<file path="config.mk">
export PLATFORM = sky130hd
export DESIGN_NAME = alu_result_stage_flat
export DESIGN_NICKNAME = d
export VERILOG_FILES = /design/src/rtl/alu_result_stage_if.sv /design/src/rtl/alu_result_stage.sv /design/src/flat_wrapper.sv
export SDC_FILE = /design/constraint.sdc
export NUM_CORES = 1
export LEC_CHECK = 0
export ABC_AREA = 0
export BUFFER_PORTS_ARGS = -buffer_cell sky130_fd_sc_hd__buf_2
export CORE_MARGIN = 4
export CORE_UTILIZATION = 35
export CTS_CLUSTER_SIZE = 10
export DETAILED_ROUTE_END_ITERATION = 6
export PLACE_DENSITY_LB_ADDON = 0.1
export SETUP_SLACK_MARGIN = 0.15
export SLEW_MARGIN = 20
export SYNTH_ARGS = -nofsm -noshare
export SYNTH_HDL_FRONTEND = slang
export SYNTH_SLANG_ARGS = --single-unit
</file>
<file path="constraint.sdc">
create_clock -name clk -period 2.05 [get_ports clk]
set_clock_uncertainty 0.1 [all_clocks]
set_input_delay 0.41 -clock clk [delete_from_list [all_inputs] [get_ports clk]]
set_output_delay 0.41 -clock clk [all_outputs]
set_load 0.1 [all_outputs]
</file>
<file path="src/rtl/alu_result_stage_if.sv">
// ---------------------------------------------------------------------------
// alu_result_stage_if
//   Handshake bundle between the ALU, the result stage and writeback.
//   Upstream side : in_valid/in_ready plus the ALU payload
//                   (result, Z/C/N/V flags, rd, wen, setf).
//   Downstream    : out_valid/out_ready plus the buffered payload
//                   (result, rd, wen).
//   modport slave  - the result stage itself.
//   modport master - the environment (ALU on the input side, writeback on
//                    the output side).
// ---------------------------------------------------------------------------
interface alu_result_stage_if #(
    parameter int DATA_W = 16,
    parameter int REG_AW = 3
);
    logic              in_valid;
    logic              in_ready;
    logic [DATA_W-1:0] in_result;
    logic              in_fZ;
    logic              in_fC;
    logic              in_fN;
    logic              in_fV;
    logic [REG_AW-1:0] in_rd;
    logic              in_wen;
    logic              in_setf;

    logic              out_valid;
    logic              out_ready;
    logic [DATA_W-1:0] out_result;
    logic [REG_AW-1:0] out_rd;
    logic              out_wen;

    modport slave (
        input  in_valid, in_result, in_fZ, in_fC, in_fN, in_fV,
               in_rd, in_wen, in_setf, out_ready,
        output in_ready, out_valid, out_result, out_rd, out_wen
    );

    modport master (
        output in_valid, in_result, in_fZ, in_fC, in_fN, in_fV,
               in_rd, in_wen, in_setf, out_ready,
        input  in_ready, out_valid, out_result, out_rd, out_wen
    );
endinterface

</file>
<file path="src/rtl/alu_result_stage.sv">
// ---------------------------------------------------------------------------
// alu_result_stage
//   Registers the ALU result behind a 2-entry skid buffer (main + skid) so
//   writeback back-pressure never loses a result, owns the NZCV status
//   register, and evaluates the branch condition from that register.
//
//   Ports:
//     clk       - rising-edge clock
//     rst_n     - asynchronous active-low reset
//     flush     - synchronous flush, discards buffered entries and any
//                 accept in the same cycle
//     bus       - alu_result_stage_if.slave, input and output handshakes
//     flags     - status register {N,Z,C,V}
//     cond      - branch condition selector
//     cond_true - selected condition holds for the current flags
// ---------------------------------------------------------------------------
module alu_result_stage #(
    parameter int DATA_W = 16,
    parameter int REG_AW = 3
) (
    input  logic              clk,
    input  logic              rst_n,
    input  logic              flush,
    alu_result_stage_if.slave bus,
    output logic [3:0]        flags,
    input  logic [2:0]        cond,
    output logic              cond_true
);

    typedef enum logic [1:0] {
        EMPTY = 2'd0,
        ONE   = 2'd1,
        FULL  = 2'd2
    } state_t;

    state_t            r_state;
    logic              r_inReady;
    logic              r_outValid;
    logic [DATA_W-1:0] r_mainResult;
    logic [REG_AW-1:0] r_mainRd;
    logic              r_mainWen;
    logic [DATA_W-1:0] r_skidResult;
    logic [REG_AW-1:0] r_skidRd;
    logic              r_skidWen;
    logic [3:0]        r_flags;

    logic w_accept;
    logic w_pop;
    logic w_condTrue;

    assign w_accept = bus.in_valid & r_inReady;
    assign w_pop    = r_outValid & bus.out_ready;

    // in_ready and out_valid are kept as their own flops, updated together
    // with the state, so neither has any combinational path from out_ready.
    always_ff @(posedge clk or negedge rst_n) begin
        if (!rst_n) begin
            r_state      <= EMPTY;
            r_inReady    <= 1'b1;
            r_outValid   <= 1'b0;
            r_mainResult <= '0;
            r_mainRd     <= '0;
            r_mainWen    <= 1'b0;
            r_skidResult <= '0;
            r_skidRd     <= '0;
            r_skidWen    <= 1'b0;
            r_flags      <= 4'b0000;
        end else if (flush) begin
            // Same-cycle accept is dropped entirely, including its flags.
            r_state    <= EMPTY;
            r_inReady  <= 1'b1;
            r_outValid <= 1'b0;
        end else begin
            // Flags follow program order, so they update on accept, not pop.
            if (w_accept && bus.in_setf) begin
                r_flags <= {bus.in_fN, bus.in_fZ, bus.in_fC, bus.in_fV};
            end

            case (r_state)
                EMPTY: begin
                    if (w_accept) begin
                        r_mainResult <= bus.in_result;
                        r_mainRd     <= bus.in_rd;
                        r_mainWen    <= bus.in_wen;
                        r_state      <= ONE;
                        r_outValid   <= 1'b1;
                    end
                end
                ONE: begin
                    if (w_accept && w_pop) begin
                        r_mainResult <= bus.in_result;
                        r_mainRd     <= bus.in_rd;
                        r_mainWen    <= bus.in_wen;
                    end else if (w_accept) begin
                        // Main is still waiting; the newer entry goes to skid.
                        r_skidResult <= bus.in_result;
                        r_skidRd     <= bus.in_rd;
                        r_skidWen    <= bus.in_wen;
                        r_state      <= FULL;
                        r_inReady    <= 1'b0;
                    end else if (w_pop) begin
                        r_state    <= EMPTY;
                        r_outValid <= 1'b0;
                    end
                end
                FULL: begin
                    if (w_pop) begin
                        r_mainResult <= r_skidResult;
                        r_mainRd     <= r_skidRd;
                        r_mainWen    <= r_skidWen;
                        r_state      <= ONE;
                        r_inReady    <= 1'b1;
                    end
                end
                default: begin
                    r_state    <= EMPTY;
                    r_inReady  <= 1'b1;
                    r_outValid <= 1'b0;
                end
            endcase
        end
    end

    // Branch condition decode; r_flags is {N,Z,C,V}.
    always_comb begin
        w_condTrue = 1'b1;
        case (cond)
            3'b000:  w_condTrue = 1'b1;
            3'b001:  w_condTrue = r_flags[2];
            3'b010:  w_condTrue = ~r_flags[2];
            3'b011:  w_condTrue = r_flags[1];
            3'b100:  w_condTrue = ~r_flags[1];
            3'b101:  w_condTrue = r_flags[3];
            3'b110:  w_condTrue = (r_flags[3] == r_flags[0]);
            3'b111:  w_condTrue = (r_flags[3] != r_flags[0]);
            default: w_condTrue = 1'b1;
        endcase
    end

    assign bus.in_ready   = r_inReady;
    assign bus.out_valid  = r_outValid;
    assign bus.out_result = r_mainResult;
    assign bus.out_rd     = r_mainRd;
    assign bus.out_wen    = r_mainWen;
    assign flags          = r_flags;
    assign cond_true      = w_condTrue;

endmodule

</file>
<file path="src/flat_wrapper.sv">
// flat-port wrapper written by rule: the top's interface ports become plain ports
module alu_result_stage_flat 
#(
    parameter int DATA_W = 16,
    parameter int REG_AW = 3
)
  (clk, rst_n, flush, flags, cond, cond_true, bus_in_valid, bus_in_result, bus_in_fZ, bus_in_fC, bus_in_fN, bus_in_fV, bus_in_rd, bus_in_wen, bus_in_setf, bus_out_ready, bus_in_ready, bus_out_valid, bus_out_result, bus_out_rd, bus_out_wen);
  alu_result_stage_if #(.DATA_W(DATA_W), .REG_AW(REG_AW)) bus_i ();
  input  logic clk;
  input  logic rst_n;
  input  logic flush;
  output logic [3:0] flags;
  input  logic [2:0] cond;
  output logic cond_true;
  input wire logic [$bits(bus_i.in_valid)-1:0] bus_in_valid;
  input wire logic [$bits(bus_i.in_result)-1:0] bus_in_result;
  input wire logic [$bits(bus_i.in_fZ)-1:0] bus_in_fZ;
  input wire logic [$bits(bus_i.in_fC)-1:0] bus_in_fC;
  input wire logic [$bits(bus_i.in_fN)-1:0] bus_in_fN;
  input wire logic [$bits(bus_i.in_fV)-1:0] bus_in_fV;
  input wire logic [$bits(bus_i.in_rd)-1:0] bus_in_rd;
  input wire logic [$bits(bus_i.in_wen)-1:0] bus_in_wen;
  input wire logic [$bits(bus_i.in_setf)-1:0] bus_in_setf;
  input wire logic [$bits(bus_i.out_ready)-1:0] bus_out_ready;
  output wire logic [$bits(bus_i.in_ready)-1:0] bus_in_ready;
  output wire logic [$bits(bus_i.out_valid)-1:0] bus_out_valid;
  output wire logic [$bits(bus_i.out_result)-1:0] bus_out_result;
  output wire logic [$bits(bus_i.out_rd)-1:0] bus_out_rd;
  output wire logic [$bits(bus_i.out_wen)-1:0] bus_out_wen;
  assign bus_i.in_valid = bus_in_valid;
  assign bus_i.in_result = bus_in_result;
  assign bus_i.in_fZ = bus_in_fZ;
  assign bus_i.in_fC = bus_in_fC;
  assign bus_i.in_fN = bus_in_fN;
  assign bus_i.in_fV = bus_in_fV;
  assign bus_i.in_rd = bus_in_rd;
  assign bus_i.in_wen = bus_in_wen;
  assign bus_i.in_setf = bus_in_setf;
  assign bus_i.out_ready = bus_out_ready;
  assign bus_in_ready = bus_i.in_ready;
  assign bus_out_valid = bus_i.out_valid;
  assign bus_out_result = bus_i.out_result;
  assign bus_out_rd = bus_i.out_rd;
  assign bus_out_wen = bus_i.out_wen;
  alu_result_stage #(.DATA_W(DATA_W), .REG_AW(REG_AW)) u_core (.clk(clk), .rst_n(rst_n), .flush(flush), .bus(bus_i), .flags(flags), .cond(cond), .cond_true(cond_true));
endmodule
</file>
==> results.yml <==
job:
  cap_violations: 0
die:
  ioPinCount: 60
  core_region_area_um2: 6350
  start_util_pct: 36.0
  num_rows: 29
  chipWidth_um: 88.8
  dieHeight_um: 88.8
  full_die_area_um2: 7880
critical_path:
  criticalPathCategory: "flop to primary output"
  startpoint_type: "flop"
  path_cells: "xor2_1 -> o21ai_1 -> a211oi_2 -> o22ai_4 -> buf_12"
  timing.critical_path.buf_inv: 1
  cp-end-kind: "primary output"
  cp_data_required_time_ps: 1540
  worstSetupStartpoint: "u_core.flags[0]"
  cp_max_fo: 4
  cpMaxStageDelayCell: "sky130_fd_sc_hd__dfrtp_4"
  worstReg2RegStart: "u_core.bus.in_ready"
  cell_family_contributing_the_most_delay_on_the_critical_path: "flip-flops"
  max_stage_delay_ps: 500
  crit_arrival_ps: 1610
synth:
  async_flop_share_pct: 100
  synth-edff-count: 0
  yosysSeqAreaShare_pct: 52.6
  ys_seq_elements: 48
  postSynthAreaPerCell_um2: 14.6
  synth_area_leader_cell: "sky130_fd_sc_hd__dfrtp_1"
  ys_top_cells_by_area: "sky130_fd_sc_hd__dfrtp_1, sky130_fd_sc_hd__mux2_1, sky130_fd_sc_hd__mux2_4, sky130_fd_sc_hd__mux2_2, sky130_fd_sc_hd__buf_6"
  synth.lib_cells_used.distinct: 30
  netlist_area_um2: 2280
  yosys.area.top_type_share_pct: 51.5
  synth.net_count: 190
  synthesis.instances: 157
  ys_dominant_reg_cell: "sky130_fd_sc_hd__dfrtp_1"
  synth_warnings: 0
timing:
  worst_slew_pin_slew_ps: 489
  final.setup.worst_slack_ps: -66.3
  worst_slew_margin_rel_pct: 67.6
  grt_setup_unrepaired: "yes"
  finalCritPeriodShare_pct: 103
  finalCriticalPeriod_ps: 2120
  slew_violations: 0
  final-hold-violation-count: 0
  fmax_mhz: 473
  final_setup_violation_count: 1
placement:
  placed_cells: 292
  post-place-ws_ps: 196
  detailed_placement_wirelength_estimate_um: 3650
  io_buffer_count: 59
  finalWeightedCongestion: 0.890
cells_and_area:
  fillerInstances: 577
  drive_gt1_share_pct: 48.9
  antenna-diode-count: 0
  sequential_cell_area_um2: 1220
  syn2layout_area_growth_pct: 25.5
  area_of_combinational_cells_with_multiple_inputs_um2: 1050
  final_util_pct: 45.2
  layout.cells.most_common: "sky130_fd_sc_hd__buf_2"
  final_nets: 257
  final_cell_mix: "sky130_fd_sc_hd__buf_2, sky130_fd_sc_hd__dfrtp_1, sky130_fd_sc_hd__mux2_1"
  layoutNonFillerInstCount: 302
global_routing:
  grt_max_degree: 22
  grt_overflow: 0
  grt_pass1_vias: 1649
  initial_antenna_violation_count: 0
  grt_first_pass_wirelength_um: 7980
  grt_usage_pct: 13.4
run_status:
  outcome: "finished, violations left"
  failed_checks: "negative setup slack"
clocking:
  clock-sinks: 48
  ctsHtreeMaxLevel: 2
  tritoncts: "done"
  clk_root_buffer_cell: "sky130_fd_sc_hd__clkbuf_8"
  clkLatencyLatePin_ps: 290
  clk_path_buf_depth: 2
  tritoncts.num_buffers: 5
  path_clk_slew_ps: 90
route:
  postRouteWirelength_um: 4840
  avgViaCountPerCell: 4.92
  firstDrtPassIters: 4
  routed_wire_length_per_instance_um: 16.0
  routed-via-count: 1487
  initialDrtViolationCount: 46
  antenna_left: 0
  drcViolationCount: 0
worst_hold_path:
  hp-class: "input port to flop"
  hold_path.startpoint: "bus_in_result[0]"
## cells by family (layout without fill, tap and decap cells)
family,Yosys count,count (layout),share of synthesized area [%]
DFF,48,48,52.6
and+or+nand+nor,20,20,4.71
AOI/OAI and AO/OA,15,15,4.33
muxes,64,64,34.8
xor gates and xnor gates,2,2,0.767
buffers and inverters,8,76,2.74
## Yosys cell counts (4+ instances only)
| cell type | n |
|---|---|
| sky130_fd_sc_hd__nor2_1 | 5 |
| sky130_fd_sc_hd__a21oi_1 | 5 |
| sky130_fd_sc_hd__buf_6 | 4 |
| sky130_fd_sc_hd__mux2_4 | 20 |
| sky130_fd_sc_hd__dfrtp_1 | 47 |
| sky130_fd_sc_hd__nand2_1 | 5 |
| sky130_fd_sc_hd__mux2_2 | 5 |
| sky130_fd_sc_hd__mux2_1 | 39 |
## cell type report
type,instances,share of cell area (%)
Inverter,2,0.262
Sequential cell,48,42.5
Tap cell,77,3.36
Timing Repair Buffer,66,13.7
Clock buffer,6,2.53
Clock inverter,2,1.22
Multi-Input combinational cell,101,36.5
## stage by stage
step | cell area, um2 | setup TNS [ps] | hold slack (ps)
global placement | 2740 | 0 | 265
detailed placement | 2740 | 0 | 275
CTS | 2870 | -97.6 | 226
finish | 2870 | -66.3 | 237
global route | 2870 | -162 | 221
floorplan | 2320 | -62.1 | 14.4
## state kept, by name, summed over array words and instances (netlist names)
signal and cells:
u_core.r_skidWen 1, u_core.bus.out_wen 1, u_core.r_skidRd 3, u_core.flags 4
u_core.r_state 2, u_core.bus.in_ready 1, u_core.bus.out_rd 3, u_core.bus.out_valid 1
u_core.r_skidResult 16, u_core.bus.out_result 16
## repair_timing
action / in CTS / in global routing
pin swaps: 1 / 0
resized for setup: 0 / 1
hold endpoints to repair: 15 / 0
setup endpoints to repair: 1 / 2
buffers inserted: 1 / 0
hold buffers: 1 / 0
## per-layer routing
layer	up-vias	wire length, um	global-route usage (%)	part of all wire (%)
li1	693	-	-	-
met1	739	2000	16.4	41
met2	49	2500	23.3	52
met3	6	304	3.54	6.3
met4	0	44	3.57	0.91
met5	-	0	0	0
## path summary, 6_finish.rpt
| check | to | slack, ps | depth (start not counted) |
|---|---|---|---|
| worst max register to register | u_core.r_skidResult[11] | 280 | 5 |
| worst min-delay path | u_core.r_skidResult[0] | 240 | 2 |
| min in group asynchronous | u_core.r_state[1] | 480 | 2 |
| worst max-delay path | cond_true | -70 | 5 |
| max in group asynchronous | u_core.r_skidResult[3] | 790 | 3 |
| worst min register to register | u_core.r_skidResult[5] | 400 | 1 |
Power is left out: the tool's default activity adds up to more than one toggle a clock period on the data nets, which glitch-free logic cannot reach.
